===== src/rtl/johnson_readout_if.sv =====
// Bus bundle for johnson_readout: frame request, three Johnson digits and
// the framed nibble stream returned by the block.
interface johnson_readout_if;
  logic       i_start;
  logic [4:0] i_100;
  logic [4:0] i_010;
  logic [4:0] i_001;
  logic [3:0] o_nibble;
  logic       o_strobe;
  logic       o_busy;
  logic       o_err;

  // Requester side: drives start and digits, observes the stream
  modport master (
    output i_start, i_100, i_010, i_001,
    input  o_nibble, o_strobe, o_busy, o_err
  );

  // Block side
  modport slave (
    input  i_start, i_100, i_010, i_001,
    output o_nibble, o_strobe, o_busy, o_err
  );
endinterface


===== src/rtl/johnson_readout.sv =====
// johnson_readout: latches a 3-digit Johnson-coded sample on request,
// decodes each digit to BCD and sends header, three digits and a status
// nibble, each held for pHOLD clocks, on a 4-bit bus.
module johnson_readout #(
  parameter int unsigned pHOLD   = 4,
  parameter logic [3:0]  pHEADER = 4'hA
) (
  input  logic          i_clk,
  input  logic          i_rst,
  johnson_readout_if.slave bus
);

  localparam int unsigned CNT_W = (pHOLD > 1) ? $clog2(pHOLD) : 1;
  localparam logic [CNT_W-1:0] CNT_LAST = CNT_W'(pHOLD - 1);

  typedef enum logic [2:0] {
    IDLE = 3'd0,
    HDR  = 3'd1,
    D100 = 3'd2,
    D010 = 3'd3,
    D001 = 3'd4,
    STAT = 3'd5
  } state_t;

  // Johnson code to {error, BCD value}; illegal codes give {1, 4'hF}
  function automatic logic [4:0] jdec(input logic [4:0] code);
    logic [4:0] res;
    case (code)
      5'b00000: res = {1'b0, 4'd0};
      5'b00001: res = {1'b0, 4'd1};
      5'b00011: res = {1'b0, 4'd2};
      5'b00111: res = {1'b0, 4'd3};
      5'b01111: res = {1'b0, 4'd4};
      5'b11111: res = {1'b0, 4'd5};
      5'b11110: res = {1'b0, 4'd6};
      5'b11100: res = {1'b0, 4'd7};
      5'b11000: res = {1'b0, 4'd8};
      5'b10000: res = {1'b0, 4'd9};
      default:  res = {1'b1, 4'hF};
    endcase
    return res;
  endfunction

  state_t           state, state_nx;
  logic [CNT_W-1:0] cnt, cnt_nx;
  logic [4:0]       dig_100, dig_010, dig_001;
  logic             load;
  logic [3:0]       nib_nx;
  logic             strobe_nx;
  logic             busy_nx;
  logic             last;

  logic [4:0] dec_100, dec_010, dec_001;
  logic       any_err;
  logic [3:0] status;

  // Decode operates only on the latched copy of the sample
  always_comb begin
    dec_100 = jdec(dig_100);
    dec_010 = jdec(dig_010);
    dec_001 = jdec(dig_001);
    any_err = dec_100[4] | dec_010[4] | dec_001[4];
    status  = {any_err, dec_001[4], dec_010[4], dec_100[4]};
  end

  // o_err is a pure function of flops, so it changes only on the
  // accepting edge or reset and has no path from the live inputs
  assign bus.o_err = any_err;

  assign last = (cnt == CNT_LAST);

  // State, hold counter, latched digits and registered outputs
  always_ff @(posedge i_clk or posedge i_rst) begin
    if (i_rst) begin
      state        <= IDLE;
      cnt          <= '0;
      dig_100      <= '0;
      dig_010      <= '0;
      dig_001      <= '0;
      bus.o_nibble <= '0;
      bus.o_strobe <= 1'b0;
      bus.o_busy   <= 1'b0;
    end else begin
      state        <= state_nx;
      cnt          <= cnt_nx;
      bus.o_nibble <= nib_nx;
      bus.o_strobe <= strobe_nx;
      bus.o_busy   <= busy_nx;
      if (load) begin
        dig_100 <= bus.i_100;
        dig_010 <= bus.i_010;
        dig_001 <= bus.i_001;
      end
    end
  end

  // Next state, counter and next output values
  always_comb begin
    state_nx  = state;
    cnt_nx    = cnt;
    load      = 1'b0;
    nib_nx    = bus.o_nibble;
    strobe_nx = 1'b0;
    busy_nx   = bus.o_busy;

    if (state == IDLE) begin
      nib_nx  = 4'h0;
      busy_nx = 1'b0;
      if (bus.i_start) begin
        load      = 1'b1;
        state_nx  = HDR;
        cnt_nx    = '0;
        nib_nx    = pHEADER;
        strobe_nx = 1'b1;
        busy_nx   = 1'b1;
      end
    end else if (!last) begin
      cnt_nx = cnt + CNT_W'(1);
    end else begin
      cnt_nx    = '0;
      strobe_nx = 1'b1;
      case (state)
        HDR: begin
          state_nx = D100;
          nib_nx   = dec_100[3:0];
        end
        D100: begin
          state_nx = D010;
          nib_nx   = dec_010[3:0];
        end
        D010: begin
          state_nx = D001;
          nib_nx   = dec_001[3:0];
        end
        D001: begin
          state_nx = STAT;
          nib_nx   = status;
        end
        default: begin
          // End of STAT, or an unreachable encoding: back to idle
          state_nx  = IDLE;
          nib_nx    = 4'h0;
          strobe_nx = 1'b0;
          busy_nx   = 1'b0;
        end
      endcase
    end
  end

endmodule

===== src/flat_wrapper.sv =====
// flat-port wrapper written by rule: the top's interface ports become plain ports
module johnson_readout_flat 
#(
  parameter int unsigned pHOLD   = 4,
  parameter logic [3:0]  pHEADER = 4'hA
)
  (i_clk, i_rst, bus_i_start, bus_i_100, bus_i_010, bus_i_001, bus_o_nibble, bus_o_strobe, bus_o_busy, bus_o_err);
  johnson_readout_if bus_i ();
  input  logic i_clk;
  input  logic i_rst;
  input wire logic [$bits(bus_i.i_start)-1:0] bus_i_start;
  input wire logic [$bits(bus_i.i_100)-1:0] bus_i_100;
  input wire logic [$bits(bus_i.i_010)-1:0] bus_i_010;
  input wire logic [$bits(bus_i.i_001)-1:0] bus_i_001;
  output wire logic [$bits(bus_i.o_nibble)-1:0] bus_o_nibble;
  output wire logic [$bits(bus_i.o_strobe)-1:0] bus_o_strobe;
  output wire logic [$bits(bus_i.o_busy)-1:0] bus_o_busy;
  output wire logic [$bits(bus_i.o_err)-1:0] bus_o_err;
  assign bus_i.i_start = bus_i_start;
  assign bus_i.i_100 = bus_i_100;
  assign bus_i.i_010 = bus_i_010;
  assign bus_i.i_001 = bus_i_001;
  assign bus_o_nibble = bus_i.o_nibble;
  assign bus_o_strobe = bus_i.o_strobe;
  assign bus_o_busy = bus_i.o_busy;
  assign bus_o_err = bus_i.o_err;
  johnson_readout #(.pHOLD(pHOLD), .pHEADER(pHEADER)) u_core (.i_clk(i_clk), .i_rst(i_rst), .bus(bus_i));
endmodule

===== config.mk =====
export PLATFORM = sky130hd
export DESIGN_NAME = johnson_readout_flat
export DESIGN_NICKNAME = d
export VERILOG_FILES = /design/src/rtl/johnson_readout_if.sv /design/src/rtl/johnson_readout.sv /design/src/flat_wrapper.sv
export SDC_FILE = /design/constraint.sdc
export NUM_CORES = 1
export LEC_CHECK = 0
export ABC_AREA = 0
export BUFFER_PORTS_ARGS = -buffer_cell sky130_fd_sc_hd__buf_2
export CORE_MARGIN = 2
export CORE_UTILIZATION = 45
export DETAILED_ROUTE_END_ITERATION = 10
export PLACE_DENSITY_LB_ADDON = 0.3
export SLEW_MARGIN = 5
export SYNTH_ARGS = -nofsm -noshare
export SYNTH_HDL_FRONTEND = slang
export SYNTH_SLANG_ARGS = --single-unit
export TNS_END_PERCENT = 30

===== constraint.sdc =====
create_clock -name i_clk -period 2.03 [get_ports i_clk]
set_input_delay 0.203 -clock i_clk [delete_from_list [all_inputs] [get_ports i_clk]]
set_output_delay 0.203 -clock i_clk [all_outputs]
set_load 0.02 [all_outputs]

==> impl_metrics.py <==
metrics = {
    "logic_synthesis": {
        "yosys_warnings": 0,
        "synth_seq_area_share_pct": 35.02,
        "netlist_area_um2": 1858,
        "netlist_instances": 208,
        "synth_nets": 239,
        "synth_seq_cells": 26,
        "syn_area_per_cell_um2": 8.933,
        "synth_edf_count": 0,
        "synthArstFlopShare_pct": 100.0,
        "synth.distinct_cells": 51,
        "synth_flop_cell": "dfrtp_1",
    },
    "grt": {
        "grt_use_met2_pct": 32.04,
        "grt-busiest-layer": "met2",
        "gr-total-overflow": 0,
        "first_global_vias": 1462,
        "grt_pass1_wl_mm": 6.831,
        "antenna_found_initial": 0,
        "grt_usage_pct": 19.55,
        "gr-usage-met1_pct": 25.74,
        "use_met3_pct": 4.112,
        "grt_max_degree": 27,
    },
    "clock_tree": {
        "ctsHtreeMaxLevel": 1,
        "clock_sinks": 26,
        "numCtsBuffers": 3,
        "clk_latency_ns": 0.28,
        "cts_root_buffer": "clkbuf_8",
        "clockBufferDepth": 2,
        "cts_tree": "built",
        "clk_pin_slew_ns": 0.09,
    },
    "critical_path": {
        "cpPeakStageDelay_ns": 0.47,
        "crit_path_max_fanout": 7,
        "crit_required_ns": 1.83,
        "crit_start": "u_core.dig_001[1]$_DFFE_PP0P_",
        "endpoint": "bus_o_err",
        "cp_top_family": "compound AO/OA/AOI/OAI gates",
        "slowest_stage": "dfrtp_2",
        "crit_top_cell": "buf_6",
        "cp_cell_sequence": "buf_6, a211o_1, a22o_1, nor3_2, inv_1, buf_6",
        "r2r-end": "u_core.bus.o_nibble[3]$_DFFE_PP0P_",
        "cp-end-kind": "output port",
        "cp_num_buf_inv": 3,
        "cp.arrival_ns": 1.82,
        "r2r-start": "u_core.dig_001[1]$_DFFE_PP0P_",
        "rrSetupSlack_ns": 0.19,
        "cp.depth": 6,
        "cp-start-kind": "flip-flop",
        "criticalPathCategory": "reg2out",
        "reg2reg_depth": 5,
    },
    "sta": {
        "rsz0062_at_grt": "yes",
        "setup_ws_ns": 0.002776,
        "fin_skew_ns": 0.005145,
        "relSlewSlack_pct": 64.60,
        "finalHoldViolCount": 0,
        "final.period_utilization_pct": 99.86,
        "finalSetupTns_ns": 0,
        "hold_ws_ns": 0.1176,
        "fmax_mhz": 493.3,
        "worstMarginPinSlew_ns": 0.5296,
        "setup_viol": 0,
        "fin_crit_ns": 2.027,
        "report.final.slew_viol_count": 0,
    },
    "routing": {
        "wl_mm": 4.013,
        "first_pass_iters": 4,
        "drc": 0,
        "antenna_left": 0,
        "wire_per_inst_um": 14.23,
        "via_count": 1581,
        "routed_via_density": 5.606,
        "drt-initial-drc-count": 116,
    },
    "final_layout": {
        "drive_gt1_share_pct": 24.57,
        "final_cell_mix": "dfrtp_1, buf_2, nand2_1, o21ai_0",
        "fillers": 373,
        "antenna_cells": 0,
        "stdcell_count": 282,
        "final_design_area_no_fill_um2": 2155,
        "syn2layout_area_growth_pct": 15.96,
        "nNetsFinal": 264,
    },
    "floorplan": {
        "rows": 23,
        "initial_core_util_pct": 46.45,
        "die_area_um2": 4659,
        "die_h_um": 68.26,
        "die_x_um": 68.26,
        "coreArea_um2": 4000,
        "pin_count": 25,
    },
    "power_and_ir_drop": {
        "p_leak_nw": 0.9291,
        "ir_drop_uv": 680.4,
        "powerDensity_nw_per_um2": 1622,
    },
    "run": {
        "maxCapViolCount": 0,
    },
    "hold_path": {
        "hold_path_class": "in2reg",
    },
    "place": {
        "dpl-instance-area_um2": 2008,
        "dp_worst_setup_slack_ns": 0.2117,
        "place_hpwl_mm": 2.913,
        "dpl.cell_count": 273,
        "port_buffers": 24,
        "place_congestion": 0.8479,
    },
    "status": {
        "outcome": "complete, no violations",
    },
}
[final cells by class]
type,count,area [µm²],area share [%]
Timing Repair Buffer,37,230.2,10.69
Clock buffer,4,55.05,2.555
Tap cell,50,62.56,2.904
Inverter,11,41.29,1.916
Multi-Input combinational cell,154,1111,51.57
Sequential cell,26,654.4,30.37
[Yosys cell counts, drive strengths merged (2+ instances only)]
| master | count | area, µm² |
|---|---|---|
| dfrtp | 26 | 650.6 |
| nand3b | 3 | 22.52 |
| nand2 | 17 | 63.81 |
| nand4 | 2 | 12.51 |
| clkbuf | 8 | 30.03 |
| o31ai | 2 | 15.01 |
| nand2b | 5 | 31.28 |
| buf | 9 | 62.55 |
| o21ai | 18 | 90.08 |
| o22ai | 3 | 18.77 |
| o32ai | 5 | 43.79 |
| nor2b | 4 | 25.02 |
| nor3b | 3 | 22.52 |
| or3 | 3 | 23.77 |
| inv | 11 | 41.29 |
| mux2i | 2 | 20.02 |
| a211oi | 4 | 30.03 |
| a21oi | 9 | 48.80 |
| nor3 | 10 | 50.05 |
| mux2 | 8 | 90.08 |
| and3 | 2 | 12.51 |
| nor4 | 2 | 12.51 |
| ha | 13 | 162.7 |
| nand3 | 6 | 30.03 |
| a21boi | 2 | 15.01 |
| nor2 | 12 | 52.55 |
| o211ai | 2 | 15.01 |
[what timing repair did]
item | CTS | global route
pin swaps | 1 | 3
endpoints found under the hold margin | 26 | 0
setup buffers | 3 | 1
gates resized for setup | 7 | 9
endpoints found under the setup margin | 1 | 1
hold buffers | 1 | 0
[state kept, by name, indices dropped and copies added (netlist names), named ones only]
| signal | cells |
|---|---|
| u_core.bus.o_busy | 1 |
| u_core.dig_100 | 5 |
| u_core.state | 2 |
| u_core.dig_010 | 5 |
| u_core.dig_001 | 5 |
| u_core.bus.o_nibble | 4 |
| u_core.cnt | 2 |
| u_core.bus.o_strobe | 1 |
[stage by stage]
stage / total power [mW] / utilization, %
2_1_floorplan: 2.546 / -
5_1_grt: 3.832 / 53.86
6_report: 3.494 / 53.86
3_5_place_dp: 2.952 / 50.20
3_3_place_gp: 2.939 / 50.20
4_1_cts: 3.408 / 52.80
[cells by family (layout without fill, tap and decap cells)]
group | Yosys count | count (layout) | share of synthesized area (%)
AND/OR/NAND/NOR | 72 | 72 | 21.41
AO/OA/AOI/OAI | 59 | 59 | 21.68
buffers and inverters | 28 | 52 | 7.205
flip-flops | 26 | 26 | 35.02
adder cells (fa/ha/maj) | 13 | 13 | 8.754
multiplexers | 10 | 10 | 5.926
[how the worst min path moves through the flow]
stage	startpoint	to	slack (ns)	cells past startpoint
after floorplan	i_rst	asynchronous set/reset pin	0.24	1
after CTS	bus_i_010[0]	u_core.dig_010[0]$_DFFE_PP0P_	0.11	3
after detailed placement	i_rst	u_core.dig_100[3]$_DFFE_PP0P_	0.28	3
final	bus_i_001[0]	u_core.dig_001[0]$_DFFE_PP0P_	0.12	3
after global placement	i_rst	u_core.dig_100[0]$_DFFE_PP0P_	0.28	3
after global routing	bus_i_010[0]	u_core.dig_010[0]$_DFFE_PP0P_	0.12	3
[worst reg2reg max path, stage by stage (launching register included)]
cell	delay, ns
dfrtp_2	0.47
buf_4	0.16
a2111oi_1	0.54
nor3_1	0.11
nor4_1	0.31
o32ai_1	0.14
[routing by layer]
metal	part of all wire [%]	vias to the layer above	wire, µm
met4	1.5	0	59
li1	-	808	-
met1	49	737	1960
met2	46	31	1835
met5	0	-	0
met3	3.9	5	158
[report_power, final]
| part | internal, mW | switching (mW) | total [mW] |
|---|---|---|---|
| Combinational | 0.917 | 1.02 | 1.94 |
| Clock | 0.174 | 0.172 | 0.346 |
| Sequential | 0.784 | 0.428 | 1.21 |
| Total | 1.87 | 1.62 | 3.49 |
No activity file was read; power rests on OpenSTA's default activity.
